$ cat config.mk
export PLATFORM = sky130hd
export DESIGN_NAME = pipe_ctrl
export DESIGN_NICKNAME = d
export VERILOG_FILES = /design/src/rtl/pipe_ctrl.sv
export SDC_FILE = /design/constraint.sdc
export NUM_CORES = 1
export LEC_CHECK = 0
export CELL_PAD_IN_SITES_DETAIL_PLACEMENT = 2
export CELL_PAD_IN_SITES_GLOBAL_PLACEMENT = 2
export CORE_MARGIN = 3
export CORE_UTILIZATION = 30
export CTS_CLUSTER_SIZE = 25
export DETAILED_ROUTE_END_ITERATION = 10
export PLACE_DENSITY_LB_ADDON = 0.15
export RECOVER_POWER = 25
export SYNTH_ARGS = -nofsm -noshare
export SYNTH_HDL_FRONTEND = slang
export SYNTH_SLANG_ARGS = --single-unit
$ cat constraint.sdc
create_clock -name clk -period 2.9 [get_ports clk]
set_clock_uncertainty 0.05 [all_clocks]
set_input_delay 0.725 -clock clk [delete_from_list [all_inputs] [get_ports clk]]
set_output_delay 0.725 -clock clk [all_outputs]
set_load 0.01 [all_outputs]
$ cat src/rtl/pipe_ctrl.sv
// -----------------------------------------------------------------------------
// pipe_ctrl -- pipeline sequencing controller for the five-stage integer core.
//
// Merges the decode (load-use), execute (multi-cycle) and memory (bus wait)
// stall requests into one per-stage hold vector. Times multi-cycle execute
// operations and drives the pipeline flush on exception or redirect. Also keeps
// a saturating count of cycles in which the PC was held.
//
// Ports:
//   clk            in   core clock, rising edge
//   rst            in   asynchronous active-low reset
//   stallreq_id    in   load-use hazard from decode (level)
//   stallreq_mem   in   memory stage waiting on the bus (level)
//   mc_start       in   execute begins a multi-cycle op (pulse)
//   mc_len         in   op length in cycles, sampled with mc_start (0 means 1)
//   flush_req      in   exception or redirect (pulse)
//   perf_clr       in   synchronous clear of perf_stall_cnt
//   stall          out  hold bits [0] pc, [1] if, [2] id, [3] ex, [4] mem, [5] wb
//   flush          out  clear all stage registers this cycle
//   mc_done        out  multi-cycle result valid
//   mc_abort       out  in-flight multi-cycle op cancelled by flush
//   busy           out  controller is not in RUN
//   perf_stall_cnt out  saturating count of cycles with stall[0] = 1
// -----------------------------------------------------------------------------
module pipe_ctrl #(
    parameter int CNT_W  = 6,
    parameter int PERF_W = 32
) (
    input  logic              clk,
    input  logic              rst,
    input  logic              stallreq_id,
    input  logic              stallreq_mem,
    input  logic              mc_start,
    input  logic [CNT_W-1:0]  mc_len,
    input  logic              flush_req,
    input  logic              perf_clr,
    output logic [5:0]        stall,
    output logic              flush,
    output logic              mc_done,
    output logic              mc_abort,
    output logic              busy,
    output logic [PERF_W-1:0] perf_stall_cnt
);

    typedef enum logic [1:0] {
        ST_RUN  = 2'd0,
        ST_BUSY = 2'd1,
        ST_DONE = 2'd2
    } state_e;

    localparam logic [5:0] STALL_NONE = 6'b000000;
    localparam logic [5:0] STALL_MEM  = 6'b011111;
    localparam logic [5:0] STALL_EX   = 6'b001111;
    localparam logic [5:0] STALL_ID   = 6'b000111;

    state_e             state_q, state_d;
    logic [CNT_W-1:0]   cnt_q, cnt_d;
    logic [PERF_W-1:0]  perf_q, perf_d;

    logic               start_ok;
    logic               ex_stall;
    logic [CNT_W-1:0]   len_eff;
    logic [5:0]         stall_raw;

    // A new op may be accepted in RUN, or in DONE once the result is being
    // handed over (back-to-back). A memory stall freezes execute, so the start
    // is dropped in that case.
    assign start_ok = mc_start && !stallreq_mem && (state_q != ST_BUSY);
    assign ex_stall = (state_q == ST_BUSY) || start_ok;
    assign len_eff  = (mc_len == '0) ? CNT_W'(1) : mc_len;

    // NOTE: every signal driven here gets a default first so no latch is inferred.
    always_comb begin
        stall_raw = STALL_NONE;
        if (flush_req) begin
            stall_raw = STALL_NONE;
        end else if (stallreq_mem) begin
            stall_raw = STALL_MEM;
        end else if (ex_stall) begin
            stall_raw = STALL_EX;
        end else if (stallreq_id) begin
            stall_raw = STALL_ID;
        end
    end

    // Next-state logic for the multi-cycle sequencer.
    always_comb begin
        state_d = state_q;
        cnt_d   = cnt_q;
        if (flush_req) begin
            state_d = ST_RUN;
            cnt_d   = '0;
        end else begin
            unique case (state_q)
                ST_RUN: begin
                    if (start_ok) begin
                        cnt_d   = len_eff - CNT_W'(1);
                        state_d = (len_eff == CNT_W'(1)) ? ST_DONE : ST_BUSY;
                    end
                end
                ST_BUSY: begin
                    // Keeps counting through memory stalls; the unit is still
                    // computing. Leaving at cnt <= 1 means cnt never wraps.
                    cnt_d = cnt_q - CNT_W'(1);
                    if (cnt_q <= CNT_W'(1)) begin
                        state_d = ST_DONE;
                    end
                end
                ST_DONE: begin
                    if (start_ok) begin
                        cnt_d   = len_eff - CNT_W'(1);
                        state_d = (len_eff == CNT_W'(1)) ? ST_DONE : ST_BUSY;
                    end else if (!stallreq_mem) begin
                        state_d = ST_RUN;
                    end
                end
                default: begin
                    state_d = ST_RUN;
                    cnt_d   = '0;
                end
            endcase
        end
    end

    // Saturating stall counter; clear has priority over counting.
    always_comb begin
        perf_d = perf_q;
        if (perf_clr) begin
            perf_d = '0;
        end else if (stall_raw[0] && !(&perf_q)) begin
            perf_d = perf_q + PERF_W'(1);
        end
    end

    // NOTE: sequential state uses non-blocking assignments so every register
    // samples pre-edge values regardless of block ordering.
    always_ff @(posedge clk or negedge rst) begin
        if (!rst) begin
            state_q <= ST_RUN;
            cnt_q   <= '0;
            perf_q  <= '0;
        end else begin
            state_q <= state_d;
            cnt_q   <= cnt_d;
            perf_q  <= perf_d;
        end
    end

    // Outputs are held inactive for the whole time reset is asserted, not just
    // from the next edge, so the stage registers see a clean pipeline.
    assign stall          = rst ? stall_raw : STALL_NONE;
    assign flush          = rst && flush_req;
    assign mc_abort       = rst && flush_req && (state_q != ST_RUN);
    assign mc_done        = rst && !flush_req && (state_q == ST_DONE);
    assign busy           = rst && (state_q != ST_RUN);
    assign perf_stall_cnt = perf_q;

endmodule

# Word-level counts from Yosys, hierarchy flattened
# Index checks and enable logic that the tools add are counted.
dict set report word_totals {
  wordCells 52
  ff_bits 40
  inputBits 13
  output_inout_bits 42
}
dict set report op_classes {
  eq_ne 8
  reduce_logical 19
  addsub 3
  muxes 18
  n_lt_le_gt_ge 1
}
# operator count
set op_table {}
lappend op_table {{32-bit 2-to-1 mux} 2}
lappend op_table {{32-bit by 1-bit adder with 32-bit output, second input constant} 1}
lappend op_table {{32-bit AND reduction} 1}
lappend op_table {{6-bit 2-to-1 mux} 5}
lappend op_table {{2-bit 2-to-1 mux} 6}
lappend op_table {{6-bit case mux with 2 select lines} 1}
lappend op_table {{6-bit by 1-bit subtractor with 6-bit output, second input constant} 2}
lappend op_table {{1-bit logical AND} 8}
lappend op_table {{6-bit by 1-bit == test with 1-bit output, second input constant} 1}
lappend op_table {{6-bit by 1-bit less-or-equal comparator with 1-bit output, second input constant} 1}
lappend op_table {{6-bit zero test} 1}
lappend op_table {{2-bit case mux with 3 select lines} 1}
lappend op_table {{5-bit 2-to-1 mux} 1}
lappend op_table {{4-bit 2-to-1 mux} 1}
lappend op_table {{4-bit != test, second input constant} 1}
lappend op_table {{2-bit nonzero test} 2}
lappend op_table {{1-bit zero test} 3}
lappend op_table {{3-bit 2-to-1 mux} 1}
lappend op_table {{3-bit by 1-bit != test with 1-bit output, second input constant} 1}
lappend op_table {{3-bit by 2-bit != test with 1-bit output, second input constant} 1}
lappend op_table {{3-bit != test, second input constant} 1}
lappend op_table {{3-bit AND reduction} 1}
lappend op_table {{2-bit by 1-bit == test with 1-bit output, second input constant} 1}
lappend op_table {{2-bit == test, second input constant} 1}
lappend op_table {{4 further kinds} 4}

# Depth between registers and ports, before layout
dict set report logic_depth {
  depth_word 10
  ltp_mapped 8
  depth_no_buf 8
}

# Worst setup path after synthesis
# OpenSTA, ideal clock, no wires.
dict set report synth_path {
  path_type {input port to flip-flop}
  startpoint {in mc_len[5]}
  endpoint {reg cnt_q[4]}
  n_path_buf 0
  required_ns 2.778
  setup_slack_ns 0.692
  setup_ns 0.072
  cell_stages 8
  arrival_time_ns 2.085
  cell_sequence {nor4_1 -> a21oi_1 -> ha_1 -> nor3b_1 -> xnor2_1 -> a211oi_1 -> a21oi_1 -> nor2_1}
}
dict set report synth_between {
  elab_chain_cells 6
}
# item line_no
set synth_rtl {}
lappend synth_rtl {{from (decl)} 34} ;# input logic [CNT_W-1:0] mc_len,
lappend synth_rtl {{6-bit zero test} 70} ;# assign len_eff = (mc_len == '0) ? CNT_W'(1) : mc_len;
lappend synth_rtl {{6-bit 2-to-1 mux} 70}
lappend synth_rtl {{6-bit by 1-bit subtractor with 6-bit output} {97, 111}}
lappend synth_rtl {{6-bit 2-to-1 mux} {96, 110}}
lappend synth_rtl {{6-bit case mux with 2 select lines} 94} ;# unique case (state_q)
lappend synth_rtl {{6-bit 2-to-1 mux} 90} ;# if (flush_req) begin
lappend synth_rtl {{to (signal assigned)} 144} ;# cnt_q <= cnt_d;
lappend synth_rtl {{to (decl)} 57} ;# logic [CNT_W-1:0] cnt_q, cnt_d;
# No other way between the ends. The select of a mux whose other input is x is not followed.
# A chain may end at the register's enable or synchronous reset.

# Final worst setup path
dict set report layout_path {
  startpoint {in flush_req}
  endpoint {out stall[3]}
}
dict set report layout_between {
  elab_chain_cells 2
}
# item line_no
set layout_rtl {}
lappend layout_rtl {{from (decl)} 35} ;# input logic flush_req,
lappend layout_rtl {{6-bit 2-to-1 mux} 75} ;# if (flush_req) begin
lappend layout_rtl {{6-bit 2-to-1 mux} 151} ;# assign stall = rst ? stall_raw : STALL_NONE;
lappend layout_rtl {{to (decl)} 37} ;# output logic [5:0] stall,
# No other way between the ends.

==> results.json <==
{
  "routabilityCongestion": 0.777,
  "fin_nets": 371,
  "synth_xor_area_frac": 0.0354,
  "routed_wl_um": 7650,
  "place_inst": 448,
  "start_util": 0.314,
  "worstMarginPinSlew_ns": 1.04,
  "worst_slew_margin_rel": 0.305,
  "clkPwrFrac": 0.327,
  "maxCapViolCount": 0,
  "tns_ns": 0,
  "dp_hpwl_um": 5810,
  "rsz0062_at_grt": "no",
  "p_int_mw": 0.855,
  "required_ns": 2.12,
  "cts_setup_buffers": 0,
  "seqPwrFrac": 0.507,
  "die_h_um": 96.9,
  "cts_max_level": 2,
  "path_max_fanout": 4,
  "status": "finished, final reports clean",
  "synthTopCellsByArea": "dfrtp_1 (40%), a21oi_1 (7.5%), or3_1 (6.1%)",
  "finalCritPeriodShare": 0.983,
  "arrival_ns": 2.08,
  "swShare": 0.265,
  "busiest_layer": "met2",
  "synthDominantCellAreaShare": 0.404,
  "worstSkewPairLatency_ns": 0.29,
  "path_class": "input pin to output pin",
  "synth_nets": 304,
  "antenna_found_initial": 0,
  "clock_path_buffers": 2,
  "final_core_util": 0.419,
  "netlist_area_sq_um": 2480,
  "synth_top_family_by_area": "simple AND/OR/NAND/NOR gates",
  "first_pass_iters": 4,
  "ys_warn_count": 0,
  "synth_edf_count": 0,
  "min_period_ns": 2.85,
  "worstHoldStart": "perf_stall_cnt[14]$_DFFE_PN0P_",
  "peakVddDrop_mv": 0.134,
  "synth_seq_cells": 40,
  "p_comb_frac": 0.166,
  "yosys.area.top_type": "dfrtp_1",
  "grt_max_degree": 41,
  "async_flop_share": 1.00,
  "dr_total_vias": 2497,
  "place_area_sq_um": 3210,
  "clkTransAtPathRegs_ns": 0.07,
  "yosysUniqueCellTypes": 53,
  "num_rows": 32,
  "finalInstanceArea_sq_um": 3300,
  "holdWs_ns": 0.526,
  "synth_common_cells": "dfrtp_1 (40), a21oi_1 (37), nor2_1 (25)",
  "overflow": 0,
  "synth_compound_gate_area_share": 0.213,
  "layout.cells.non_filler": 456,
  "grt_pass1_wl_um": 13600,
  "reg2reg_from": "perf_stall_cnt[21]$_DFFE_PN0P_",
  "antenna_left": 0,
  "synth_most_common_cell": "dfrtp_1",
  "startpoint": "flush_req",
  "core-area_sq_um": 7890,
  "fmax_ghz": 0.351,
  "ys_seq_area_frac": 0.404,
  "switching_power_mw": 0.309,
  "via_per_inst": 5.48,
  "finalSetupViolCount": 0,
  "syn_to_final_growth_pct": 33.4,
  "hp-class": "flip-flop to flip-flop",
  "ios": 55,
  "fin_ws_ns": 0.0490,
  "syn_avg_cell_area_sq_um": 8.66,
  "synthAdderAreaFrac": 0.0253,
  "grtUsageMet3": 0.0281,
  "antennaDiodeCount": 0,
  "cts_tree": "built",
  "synth-main-ff-cell": "dfrtp_1",
  "dieWidth_um": 96.9,
  "final-max-slew-violation-count": 0,
  "syn_inst": 286,
  "power_leakage_nw": 1.26,
  "grt_pass1_vias": 2735,
  "synthMuxAreaShare": 0.00404,
  "grt_use_met1": 0.234,
  "wire_per_inst_um": 16.8,
  "clkSinkCount": 40,
  "report.final.hold_viol_count": 0,
  "synth-simple-area-share": 0.269,
  "drive_gt1_frac": 0.107,
  "post-place-ws_ns": -0.0751,
  "dieArea_sq_um": 9380,
  "drt_iter0_markers": 72,
  "p_total_mw": 1.16,
  "grt_use_total": 0.172,
  "crit_path_end_kind": "output pin",
  "cts_buffers": 5,
  "powerDensity_nw_per_um2": 352,
  "n_fill_cell": 883,
  "drc": 0,
  "ctsRootBufferMaster": "clkbuf_8",
  "grtUsageMet2": 0.285,
  "critPathLaunchType": "input pin",
  "numPortBuffers": 53
}
placed cells by master (no fill, tap or decap), drive strengths merged, types with 2 or more instances in the layout:
master,n
clkdlybuf4s50,48
dfrtp,40
a21oi,37
nor2,25
or3,24
buf,22
o21ai,21
nand3,17
nand2,13
clkbuf,9
inv,8
or4,7
o31ai,7
nand4,6
xor2,5
a211oi,5
xnor2,5
ha,5
and3,4
nor3,4
dlygate4sd2,4
nand2b,4
and4,3
nor4,3
and2,2
nor3b,2
o22a,2
nor2b,2
or2,2
a31oi,2
o311ai,2
state kept, by name, summed over array words and instances (netlist names):
register / cells
cnt_q: 6
perf_stall_cnt: 32
state_q: 2
metal layers:
metal	wire length, um	vias to the layer above
li1	-	1189
met1	3620	1260
met2	3750	42
met3	203	6
met4	72	0
met5	0	-
worst max-delay path, stage by stage:
cell	delay [ns]
clkdlybuf4s50_1	0.44
nand2b_2	0.23
a21oi_1	0.13
clkdlybuf4s50_1	0.55
cells by family (layout without fill, tap and decap cells):
| logic type | Yosys count | after routing |
|---|---|---|
| and+or+nand+nor | 120 | 120 |
| AOI/OAI and AO/OA | 86 | 86 |
| DFF | 40 | 40 |
| buffers and inverters | 23 | 91 |
| xor gates and xnor gates | 10 | 10 |
| adders and majority gates | 5 | 5 |
| other | 1 | 1 |
| muxes | 1 | 1 |
what timing repair did:
action                                 4_1_cts  5_1_grt
gates resized for setup                      5        2
pin swaps                                    0        0
hold buffers                                 0        0
endpoints found under the hold margin        0        0
setup endpoints to repair                    4        2
power by group through the flow:
stage | clock [mW] | sequential [mW] | combinational, mW
2_1_floorplan | 0 | 0.596 | 0.116
3_3_place_gp | 0 | 0.601 | 0.192
3_5_place_dp | 0 | 0.602 | 0.197
4_1_cts | 0.404 | 0.591 | 0.198
5_1_grt | 0.421 | 0.594 | 0.222
6_report | 0.380 | 0.590 | 0.193
layout make-up:
class	instances	area, sq um	area share
tap	102	128	0.0387
multi-input combinational	223	1370	0.414
timing repair buffer	75	687	0.208
sequential	40	1000	0.303
inverter	8	30.0	0.00909
clock buffer	8	90.1	0.0273
final timing paths:
kind / depth (start not counted) / endpoint / slack (ns)
max: 4 / stall[3] / 0.05
min: 2 / perf_stall_cnt[14]$_DFFE_PN0P_ / 0.53
max reg2reg: 7 / perf_stall_cnt[1]$_DFFE_PN0P_ / 0.23
min reg2reg: 2 / perf_stall_cnt[14]$_DFFE_PN0P_ / 0.53
max in group asynchronous: 2 / perf_stall_cnt[31]$_DFFE_PN0P_ / 1.42
min in group asynchronous: 2 / perf_stall_cnt[14]$_DFFE_PN0P_ / 0.73
No activity file was read; power rests on OpenSTA's default activity.
